`src/rtl/dest_reg_pipe_if.sv`:
```
// Bundle of decode-side inputs and pipeline/hazard outputs for dest_reg_pipe.
// The master drives instruction fields and pipeline controls; the slave is the pipe itself.
interface dest_reg_pipe_if #(
    parameter int unsigned REG_ADDR_W = 3,
    parameter int unsigned DEPTH      = 3,
    parameter int unsigned STAGE_W    = 2
);
    logic                        in_valid;
    logic [REG_ADDR_W-1:0]       regB;
    logic [REG_ADDR_W-1:0]       destReg;
    logic [1:0]                  write_sel;
    logic                        stall;
    logic                        flush;
    logic [REG_ADDR_W-1:0]       src_a;
    logic [REG_ADDR_W-1:0]       src_b;

    logic [REG_ADDR_W-1:0]       write_reg;
    logic                        write_en;
    logic [DEPTH*REG_ADDR_W-1:0] stage_dest;
    logic [DEPTH-1:0]            stage_wen;
    logic                        hazard_a;
    logic [STAGE_W-1:0]          hazard_a_stage;
    logic                        hazard_b;
    logic [STAGE_W-1:0]          hazard_b_stage;

    modport master (
        output in_valid, regB, destReg, write_sel, stall, flush, src_a, src_b,
        input  write_reg, write_en, stage_dest, stage_wen,
        input  hazard_a, hazard_a_stage, hazard_b, hazard_b_stage
    );

    modport slave (
        input  in_valid, regB, destReg, write_sel, stall, flush, src_a, src_b,
        output write_reg, write_en, stage_dest, stage_wen,
        output hazard_a, hazard_a_stage, hazard_b, hazard_b_stage
    );
endinterface

```
`src/rtl/dest_reg_pipe.sv`:
```
// Destination-register select carried through DEPTH stages with stall/flush, plus
// combinational youngest-match hazard lookup for two source registers.
module dest_reg_pipe #(
    parameter int unsigned REG_ADDR_W  = 3,
    parameter int unsigned DEPTH       = 3,
    parameter bit          ZERO_REG_RO = 1'b1,
    parameter int unsigned STAGE_W     = 2
) (
    input logic            clk,
    input logic            reset,
    dest_reg_pipe_if.slave bus
);
    typedef logic [REG_ADDR_W-1:0] addr_t;

    addr_t            dest_q [DEPTH];
    addr_t            dest_d [DEPTH];
    logic [DEPTH-1:0] wen_q;
    logic [DEPTH-1:0] wen_d;

    logic  new_wen;
    addr_t new_dest;

    // Non-writing entries always carry dest 0 so stage_dest never shows stale indices.
    always_comb begin
        new_wen  = bus.in_valid & ~bus.write_sel[1];
        new_dest = bus.write_sel[0] ? bus.destReg : bus.regB;
        if (ZERO_REG_RO && (new_dest == '0)) begin
            new_wen = 1'b0;
        end
        if (!new_wen) begin
            new_dest = '0;
        end
    end

    // Flush advances the older stages even while stalled; only stage 0 gets a bubble.
    always_comb begin
        dest_d = dest_q;
        wen_d  = wen_q;
        if (bus.flush || !bus.stall) begin
            for (int i = 1; i < int'(DEPTH); i++) begin
                dest_d[i] = dest_q[i-1];
                wen_d[i]  = wen_q[i-1];
            end
            dest_d[0] = bus.flush ? '0 : new_dest;
            wen_d[0]  = bus.flush ? 1'b0 : new_wen;
        end
    end

    always_ff @(posedge clk) begin
        if (reset) begin
            for (int i = 0; i < int'(DEPTH); i++) begin
                dest_q[i] <= '0;
            end
            wen_q <= '0;
        end else begin
            dest_q <= dest_d;
            wen_q  <= wen_d;
        end
    end

    always_comb begin
        bus.stage_dest = '0;
        for (int i = 0; i < int'(DEPTH); i++) begin
            bus.stage_dest[i*REG_ADDR_W +: REG_ADDR_W] = dest_q[i];
        end
    end

    assign bus.stage_wen = wen_q;
    assign bus.write_reg = dest_q[DEPTH-1];
    assign bus.write_en  = wen_q[DEPTH-1];

    // Scan oldest to youngest so the last hit written is the youngest matching stage.
    always_comb begin
        bus.hazard_a       = 1'b0;
        bus.hazard_a_stage = '0;
        for (int i = int'(DEPTH) - 1; i >= 0; i--) begin
            if (wen_q[i] && (dest_q[i] == bus.src_a)) begin
                bus.hazard_a       = 1'b1;
                bus.hazard_a_stage = STAGE_W'(i);
            end
        end
        if (ZERO_REG_RO && (bus.src_a == '0)) begin
            bus.hazard_a       = 1'b0;
            bus.hazard_a_stage = '0;
        end
    end

    always_comb begin
        bus.hazard_b       = 1'b0;
        bus.hazard_b_stage = '0;
        for (int i = int'(DEPTH) - 1; i >= 0; i--) begin
            if (wen_q[i] && (dest_q[i] == bus.src_b)) begin
                bus.hazard_b       = 1'b1;
                bus.hazard_b_stage = STAGE_W'(i);
            end
        end
        if (ZERO_REG_RO && (bus.src_b == '0)) begin
            bus.hazard_b       = 1'b0;
            bus.hazard_b_stage = '0;
        end
    end
endmodule

```
`src/flat_wrapper.sv`:
```
// flat-port wrapper written by rule: the top's interface ports become plain ports
module dest_reg_pipe_flat 
#(
    parameter int unsigned REG_ADDR_W  = 3,
    parameter int unsigned DEPTH       = 3,
    parameter bit          ZERO_REG_RO = 1'b1,
    parameter int unsigned STAGE_W     = 2
)
  (clk, reset, bus_in_valid, bus_regB, bus_destReg, bus_write_sel, bus_stall, bus_flush, bus_src_a, bus_src_b, bus_write_reg, bus_write_en, bus_stage_dest, bus_stage_wen, bus_hazard_a, bus_hazard_a_stage, bus_hazard_b, bus_hazard_b_stage);
  dest_reg_pipe_if #(.REG_ADDR_W(REG_ADDR_W), .DEPTH(DEPTH), .STAGE_W(STAGE_W)) bus_i ();
  input logic clk;
  input logic reset;
  input wire logic [$bits(bus_i.in_valid)-1:0] bus_in_valid;
  input wire logic [$bits(bus_i.regB)-1:0] bus_regB;
  input wire logic [$bits(bus_i.destReg)-1:0] bus_destReg;
  input wire logic [$bits(bus_i.write_sel)-1:0] bus_write_sel;
  input wire logic [$bits(bus_i.stall)-1:0] bus_stall;
  input wire logic [$bits(bus_i.flush)-1:0] bus_flush;
  input wire logic [$bits(bus_i.src_a)-1:0] bus_src_a;
  input wire logic [$bits(bus_i.src_b)-1:0] bus_src_b;
  output wire logic [$bits(bus_i.write_reg)-1:0] bus_write_reg;
  output wire logic [$bits(bus_i.write_en)-1:0] bus_write_en;
  output wire logic [$bits(bus_i.stage_dest)-1:0] bus_stage_dest;
  output wire logic [$bits(bus_i.stage_wen)-1:0] bus_stage_wen;
  output wire logic [$bits(bus_i.hazard_a)-1:0] bus_hazard_a;
  output wire logic [$bits(bus_i.hazard_a_stage)-1:0] bus_hazard_a_stage;
  output wire logic [$bits(bus_i.hazard_b)-1:0] bus_hazard_b;
  output wire logic [$bits(bus_i.hazard_b_stage)-1:0] bus_hazard_b_stage;
  assign bus_i.in_valid = bus_in_valid;
  assign bus_i.regB = bus_regB;
  assign bus_i.destReg = bus_destReg;
  assign bus_i.write_sel = bus_write_sel;
  assign bus_i.stall = bus_stall;
  assign bus_i.flush = bus_flush;
  assign bus_i.src_a = bus_src_a;
  assign bus_i.src_b = bus_src_b;
  assign bus_write_reg = bus_i.write_reg;
  assign bus_write_en = bus_i.write_en;
  assign bus_stage_dest = bus_i.stage_dest;
  assign bus_stage_wen = bus_i.stage_wen;
  assign bus_hazard_a = bus_i.hazard_a;
  assign bus_hazard_a_stage = bus_i.hazard_a_stage;
  assign bus_hazard_b = bus_i.hazard_b;
  assign bus_hazard_b_stage = bus_i.hazard_b_stage;
  dest_reg_pipe #(.REG_ADDR_W(REG_ADDR_W), .DEPTH(DEPTH), .ZERO_REG_RO(ZERO_REG_RO), .STAGE_W(STAGE_W)) u_core (.clk(clk), .reset(reset), .bus(bus_i));
endmodule
```
`config.mk`:
```
export PLATFORM = sky130hd
export DESIGN_NAME = dest_reg_pipe_flat
export DESIGN_NICKNAME = d
export VERILOG_FILES = /design/src/rtl/dest_reg_pipe_if.sv /design/src/rtl/dest_reg_pipe.sv /design/src/flat_wrapper.sv
export SDC_FILE = /design/constraint.sdc
export NUM_CORES = 1
export LEC_CHECK = 0
export ABC_AREA = 1
export CELL_PAD_IN_SITES_DETAIL_PLACEMENT = 2
export CELL_PAD_IN_SITES_GLOBAL_PLACEMENT = 2
export CORE_UTILIZATION = 28
export CTS_CLUSTER_DIAMETER = 60
export DETAILED_ROUTE_END_ITERATION = 10
export DONT_BUFFER_PORTS = 1
export GPL_TIMING_DRIVEN = 0
export HOLD_SLACK_MARGIN = 0.12
export PLACE_DENSITY = 0.75
export RECOVER_POWER = 50
export SYNTH_ARGS = -nofsm -noshare
export SYNTH_HDL_FRONTEND = slang
export SYNTH_SLANG_ARGS = --single-unit
```
`constraint.sdc`:
```
create_clock -name clk -period 1.1 [get_ports clk]
set_clock_uncertainty 0.1 [all_clocks]
set_input_delay 0 -clock clk [delete_from_list [all_inputs] [get_ports clk]]
set_output_delay 0 -clock clk [all_outputs]
set_load 0.03 [all_outputs]
```
# After elaboration in Yosys (flattened, before gate mapping)
# Cells that the tools add are included.
# W data, S select, Z words.
[word_totals]
register_bits = 12
input_bits = 19
output_inout_bits = 22
elab_cells = 44
[classes]
eq_ne = 6
n_mux = 21
bitwise_logic = 2
n_reduce_logical = 11
[op_table]
columns = ["operator", "count"]
rows = [
  ["$eq A3 B3 Y1", 6],
  ["$mux W2", 8],
  ["$mux W1", 10],
  ["$logic_not A3 Y1", 3],
  ["$mux W3", 3],
  ["$logic_and A1 B1 Y1", 6],
  ["$and A1 B1 Y1", 1],
  ["$logic_not A1 Y1", 1],
  ["$logic_or A1 B1 Y1", 1],
  ["$not A1 Y1", 1],
]

# Longest topological paths before layout
# Gate-level depths: netlist of the first run.
[logic_depth]
depth_word = 6
ltp_mapped = 8

# Worst setup path after synthesis of the first run
# Ideal clock, no wire load.
[synth_path]
path_type = "reg2out"
start = "register u_core.dest_q (netlist bit u_core.bus.write_reg[0])"
end = "output port bus_hazard_a_stage[1]"
arrival_ns = 1.330
required_time_ns = 1.000
setup_slack_ns = -0.330
path_stages_with_launch = 7
path_buffers = 0
path_cell_list = "dfxtp_1 -> inv_2 -> nand2_1 -> o21ai_0 -> a21oi_1 -> nand3_1 -> nor2_1"
[synth_via]
elab_chain_cells = 6
[synth_lines]
columns = ["element", "line_no", "source"]
rows = [
  ["start: declaration", "dest_reg_pipe.sv:15", "addr_t dest_q [DEPTH];"],
  ["start signal: assignment", "dest_reg_pipe.sv:56", "dest_q <= dest_d;"],
  ["$eq A3 B3 Y1", "dest_reg_pipe.sv:77", "if (wen_q[i] && (dest_q[i] == bus.src_a)) begin"],
  ["$logic_and A1 B1 Y1", "dest_reg_pipe.sv:77", ""],
  ["$mux W2 (3 in a row)", "dest_reg_pipe.sv:77", ""],
  ["$mux W2", "dest_reg_pipe.sv:82", "if (ZERO_REG_RO && (bus.src_a == '0)) begin"],
  ["end: declaration", "flat_wrapper.sv:26", "output wire logic [$bits(bus_i.hazard_a_stage)-1:0] bus_hazard_a_stage;"],
]
# No other way between the ends.

# Final worst setup path of the first run
[layout_path]
start = "register u_core.dest_q (netlist bit u_core.bus.write_reg[0])"
end = "output port bus_hazard_b_stage[1]"
[layout_via]
elab_chain_cells = 6
[layout_lines]
columns = ["element", "line_no", "source"]
rows = [
  ["$eq A3 B3 Y1", "dest_reg_pipe.sv:92", "if (wen_q[i] && (dest_q[i] == bus.src_b)) begin"],
  ["$logic_and A1 B1 Y1", "dest_reg_pipe.sv:92", ""],
  ["$mux W2 (3 in a row)", "dest_reg_pipe.sv:92", ""],
  ["$mux W2", "dest_reg_pipe.sv:97", "if (ZERO_REG_RO && (bus.src_b == '0)) begin"],
  ["end: declaration", "flat_wrapper.sv:28", "output wire logic [$bits(bus_i.hazard_b_stage)-1:0] bus_hazard_b_stage;"],
]
# No other way between the ends.

==> summary.md, run 1 <==
| Metric | Value |
|---|---|
| Failing checks | design-rule violations, negative setup slack |
| Yosys reg bits | 12 |
| CTS tree | built |
| Initial antenna violation count | 0 |
| DRC | 4 |
| Die ar. | 0.00331 mm2 |
| Setup CP Type | flop to output pin |
| Routed WL per cell | 16.8 um |
| Worst-margin pin slew | 0.240 ns |
| First-pass GRT wire length | around 5.6 mm |
| I/O Buffers | 0 |
| Core Util, Final | between 40% and 50% |
| Final WL | ~3.5 mm |
| Detailed Place HPWL | 2.33 mm |
| Final Hold Slack | 0.142 ns |
| First drt pass iteration count | 6 |
| Mean post-synth cell area | 5.53 um2 |
| DR vias | about 1100 |
| Vias in the first global route | 1163 |
| Critical path data arrival time | 1.40 ns |
| Period utilization | 136% |
| Clk Latency, worst-skew pair | 0.28 ns |
| Global route total overflow | 0 |
| CP Capture Type | output pin |
| Post-synthesis sequential area ratio | between 20% and 30% |
| Total core area | 0.00283 mm2 |
| Antenna viol nets, final | 0 |
| Final #Nets | 197 |
| Tmin final | 1.50 ns |
| Setup violators final | 6 |
| Routed vias/inst | 5.09 |
| DRT iter0 DRCs | 13 |
| Root buffer cell | clkbuf_4 |
| Syn. warnings | 0 |
| Critical Path Fanout Max | 5 |
| Pre-CTS setup slack | -0.181 ns |
| Syn Std Cell Area | 863 um2 |
| Leakage | 0.611 nW |
| Syn Nets | 175 |
| Max reg flops | 6 |
| Sink Count | 12 |
| Largest net degree at the start of global routing | 11 |
| Die Wd | 57.5 um |
| Die height | 57.5 um |
| Initial core utilization | 30.5% |
| Commonest non-fill, non-tap cells in the layout | nand2_1, nand2_2, nor2_1, dfxtp_4, inv_2 |
| Fmax | 669 MHz |
| Cells on worst reg2reg path | 4 |
| Synth Instances | 156 |
| Worst VDD drop | 515 uV |
| Num rows | 19 |
| Pins over their slew limit | 0 |
| Outcome | complete, but fails checks |
| Hold Crit Depth | 3 |
| Clock Path Buffers | 2 |
| Num CTS Buffers | 3 |
| Setup TNS | -2.13 ns |
| CP required | 1.00 ns |
| Placer Congestion | 0.756 |
| Number of hold violations in the final report | 0 |
| HP Class | input pin to output pin |
| RSZ-0062 raised after global routing | yes |
| Reg clk slew, reported paths | 0.07 ns |
| Area grow syn2layout | 53.0% |
| GRT Util Overall | 22.9% |
| Max_cap viols | 0 |
| Ports | 41 |
| CP Launch Type | flop |
| Ratio of cells with drive above 1 in the final layout | 44.1% |
| Power per Cell Area | between 700 and 800 mW/mm2 |
| Ant. Diodes | 0 |
| Netlist cell types | 14 |
| Commonest non-fill, non-tap cell in the layout | nand2_1 |
| Final setup margin | -0.395 ns |
| Htree depth | 1 |
| Slew margin rel. | between 80 and 90% |
-- metrics by stage --
stage / instance area (um2) / total power (W) / instances
floorplan: 928 / 0.000618 / 156
global placement: 967 / 0.000646 / 187
detailed placement: 967 / 0.000654 / 187
CTS: 1210 / 0.000986 / 207
global route: 1320 / 0.00108 / 208
finish: 1320 / 0.00102 / 208
-- report_power, final --
part           switching [W]  internal, W
Sequential         0.0000482     0.000428
Combinational       0.000148     0.000105
Clock               0.000148     0.000141
-- what timing repair did --
| action | in CTS | in global routing |
|---|---|---|
| hold buffers | 12 | 0 |
| gates resized for setup | 23 | 37 |
| pin swaps | 11 | 14 |
| buffers inserted | 4 | 1 |
| hold endpoints to repair | 12 | 0 |
| setup endpoints to repair | 6 | 17 |
-- cell usage after synthesis, drive strengths merged --
| cell | n | area, um2 |
|---|---|---|
| dfxtp | 12 | 240 |
| buf | 5 | 41.3 |
| nand2 | 66 | 248 |
| a211oi | 5 | 37.5 |
| o21ai | 7 | 35.0 |
| clkbuf | 1 | 3.75 |
| nand3 | 4 | 20.0 |
| nor2 | 27 | 109 |
| a21oi | 8 | 40.0 |
| xor2 | 2 | 17.5 |
| inv | 19 | 71.3 |
-- per-layer routing --
| layer | up-vias | wire length (um) | global-route usage [%] |
|---|---|---|---|
| met3 | 2 | 198 | 6.80 |
| met2 | 31 | 1780 | 42.0 |
| li1 | 520 | - | - |
| met5 | - | 0 | 0 |
| met1 | 505 | 1520 | 27.0 |
| met4 | 0 | 7 | 2.09 |
-- area by class of cell --
class,count,area [um2]
Multi-Input combinational cell,119,679
Timing Repair Buffer,17,169
Inverter,19,78.8
Sequential cell,12,283
Fill cell,344,1510
Tap cell,31,38.8
Buffer,6,46.3
Clock buffer,4,26.3
-- worst max-delay path, stage by stage (launching register included) --
cell,delay (ns)
dfxtp_4,0.42
inv_4,0.06
nand2_1,0.06
o21ai_1,0.06
a21oi_1,0.15
nand3_2,0.15
nor2_4,0.22
-- logic make-up (layout without fill, tap and decap cells) --
kind of cell	after synthesis	after routing	synth area share [%]
AO/OA/AOI/OAI	20	20	13.0
XOR/XNOR	2	2	2.03
buffers and inverters	25	46	13.5
flip-flops	12	12	27.8
AND/OR/NAND/NOR	97	97	43.6
-- worst paths after layout --
path,to,slack (ns),from
worst max-delay path,bus_hazard_b_stage[1],-0.40,u_core.bus.write_reg[0]
worst min register to register,u_core.bus.stage_wen[2],0.47,u_core.bus.stage_wen[2]
worst min-delay path,bus_hazard_a_stage[1],0.14,bus_src_a[2]
worst max register to register,u_core.bus.stage_dest[4],0.02,u_core.bus.stage_dest[4]
No activity file was read; power rests on OpenSTA's default activity.
==> run 2, diff against run 1 <==
==> constraint.sdc (replaced) <==
create_clock -name clk -period 1.4 [get_ports clk]
set_clock_uncertainty 0.1 [all_clocks]
set_input_delay 0 -clock clk [delete_from_list [all_inputs] [get_ports clk]]
set_output_delay 0 -clock clk [all_outputs]
set_load 0.03 [all_outputs]
==> run 2 against run 1 <==
  * The flow still finishes with violations (design-rule violations, negative setup slack)
  * Hold slack worse by 0.0079 ns
  * Setup slack improved by 0.27 ns
  * Count of clock-buffer cells in the layout is the same
  * Critical path type unchanged
  * Critical endpoint is now bus_hazard_b
==> summary.md, run 2 (synthesized netlist as in run 1, its figures left out) <==
| Metric | Value |
|---|---|
| Dpl cells | 187 (unchanged) |
| CP Cell Sequence | inv_4 -> nand2_2 -> nand2_2 -> nor2_2 -> nand2_2 -> nand2_4 -> nand2_4 -> nand2_4 |
| Commonest non-fill, non-tap cell in the layout | nand2_1 |
| DRT iter0 DRCs | 27 (+14) |
| Ratio of cells with drive above 1 in the final layout | 45.3% (+1.2 points) |
| Power per Cell Area | 642 mW/mm2 (-17%) |
| Root buffer cell | clkbuf_4 |
| First-pass GRT wire length | 5.53 mm (-0.50%) |
| Htree depth | 1 (unchanged) |
| Area grow syn2layout | 54.2% |
| Finished Layout Cells | 210 (+0.96%) |
| DR WL met2 | 1.98 mm (+12%) |
| Tmin final | 1.53 ns |
| CP required | 1.30 ns (+0.30 ns) |
| Routed vias/inst | 5.21 (+2.4%) |
| Slowest stage delay, CP | 0.44 ns (+0.02 ns) |
| DR vias | 1094 (+3.4%) |
| Final total power | 0.000854 W (-16%) |
| I/O Buffers | 0 (unchanged) |
| Top Layer Used | met4 |
| Final setup margin | -0.126 ns (+0.269 ns) |
| HP Class | input pin to output pin |
| Number of hold violations in the final report | 0 (unchanged) |
| Vias in the first global route | 1238 (+6.4%) |
| Critical path data arrival time | 1.43 ns (+0.03 ns) |
| Slowest cell on the critical path | dfxtp_4 |
| Die height | 57.5 um (unchanged) |
| Detailed Place HPWL | 2.31 mm (-0.58%) |
| Max_cap viols | 0 (unchanged) |
| Num rows | 19 (unchanged) |
| Ant. Diodes | 0 (unchanged) |
| Routed WL per cell | 17.5 um (+4.1%) |
| Met1 WL | 1.52 mm (-0.20%) |
| Setup TNS | -0.549 ns (+1.58 ns) |
| Pre-CTS setup slack | -0.148 ns (+0.0329 ns) |
| Pins over their slew limit | 0 (unchanged) |
| Cell area after layout | 0.00133 mm2 (+0.76%) |
| Period utilization | 109% |
| DRC | 2 (-2) |
| Initial antenna violation count | 0 (unchanged) |
| CP bufs+invs | 1 (unchanged) |
| Num CTS Buffers | 3 (unchanged) |
| Worst-margin pin slew | 0.445 ns (+0.205 ns) |
| GRT Util Overall | 22.4% (-0.49 points) |
| Antenna viol nets, final | 0 (unchanged) |
| Die Wd | 57.5 um (unchanged) |
| Critical Path Fanout Max | 4 (-1) |
| Max reg flops | 6 (unchanged) |
| Ports | 41 (unchanged) |
| Outcome | complete, but fails checks |
| Setup violators final | 6 (unchanged) |
| Clk Latency, worst-skew pair | 0.28 ns (about the same) |
| Initial core utilization | 30.5% (unchanged) |
| Slew margin rel. | 70.3% (-14 points) |
| Placed inst area | 912 um2 (-5.7%) |
| Leakage | 0.580 nW (-5.0%) |
| Placer Congestion | 0.788 (+4.2%) |
| Sink Count | 12 (unchanged) |
| Worst VDD drop | 318 uV (-38%) |
| Final #Nets | 199 (+1.0%) |
| CP Launch Type | flop |
| Commonest non-fill, non-tap cells in the layout | nand2_1, nand2_2, nor2_1, dlygate4sd3_1, buf_4 |
| CP Capture Type | output pin |
| Largest net degree at the start of global routing | 11 (unchanged) |
| Global route total overflow | 0 (unchanged) |
| DR WL met3 | 158 um (-20%) |
| CTS tree | built |
| Clock Path Buffers | 2 (unchanged) |
| Failing checks | design-rule violations, negative setup slack |
| Family with the most delay on the worst path | simple AND/OR/NAND/NOR gates |
| Die ar. | 0.00331 mm2 (unchanged) |
| Fmax | 655 MHz |
| First drt pass iteration count | 7 (+1) |
| Setup CP Type | flop to output pin |
| Total core area | 0.00283 mm2 (unchanged) |
| Final WL | 3.68 mm (+5.1%) |
| RSZ-0062 raised after global routing | yes |
| Reg clk slew, reported paths | 0.07 ns (about the same) |
==> run 2: changes by cell type in the layout (fill, tap and decap cells not counted), moves of 3 or more <==
cell	delta
inv_2	-3
dlygate4sd3_1	+3
buf_4	+3
dlymetal6s4s_1	-3
==> run 2: worst register-to-register path, stage by stage (launching register included) <==
cell,delay (ns)
dfxtp_4,0.45
inv_4,0.06
buf_4,0.13
buf_4,0.12
a211oi_1,0.21
==> run 2: path summary, 6_finish.rpt <==
path	startpoint	endpoint	slack, ns	depth (start not counted)
max reg2reg	u_core.bus.stage_dest[5]	u_core.bus.stage_dest[5]	0.25	4
min	bus_src_a[2]	bus_hazard_a_stage[1]	0.13	3
min reg2reg	u_core.bus.stage_dest[2]	u_core.bus.stage_dest[2]	0.47	2
max	u_core.bus.stage_dest[4]	bus_hazard_b	-0.13	8
==> run 2: area by class of cell <==
cell class | instances | area, um2
clock buffers | 4 | 36.3
inverters | 19 | 83.8
well taps | 31 | 38.8
repair buffers | 19 | 173
multi-input cells | 119 | 677
flip-flops and latches | 12 | 278
fillers | 340 | 1500
plain buffers | 6 | 45.0
==> run 2: layer usage <==
metal | vias up | global-route usage, %
met5 | - | 0
met4 | 0 | 4.18
met3 | 5 | 4.76
met2 | 33 | 45.3
met1 | 527 | 23.2
li1 | 529 | -
==> run 2: stage by stage <==
| step | util (%) | hold WS [ns] |
|---|---|---|
| CTS | 42.5 | 0.145 |
| floorplan | - | -0.0215 |
| detailed placement | 32.2 | -0.0174 |
| global route | 47.1 | 0.139 |
| global placement | 32.2 | -0.0181 |
| finish | 47.1 | 0.134 |
==> run 2: power breakdown <==
group | leakage, nW | switching (W) | internal, W | total (W)
clock | 0.0210 | 0.000120 | 0.000158 | 0.000278
sequential | 0.106 | 0.0000385 | 0.000339 | 0.000378
combinational | 0.453 | 0.000115 | 0.0000832 | 0.000198
==> run 2: what timing repair did <==
| action | CTS | global route |
|---|---|---|
| endpoints found under the hold margin | 12 | 0 |
| hold buffers | 12 | 0 |
| resized for setup | 45 | 35 |
| endpoints found under the setup margin | 6 | 6 |
| pin swaps | 14 | 20 |
| setup buffers | 4 | 3 |
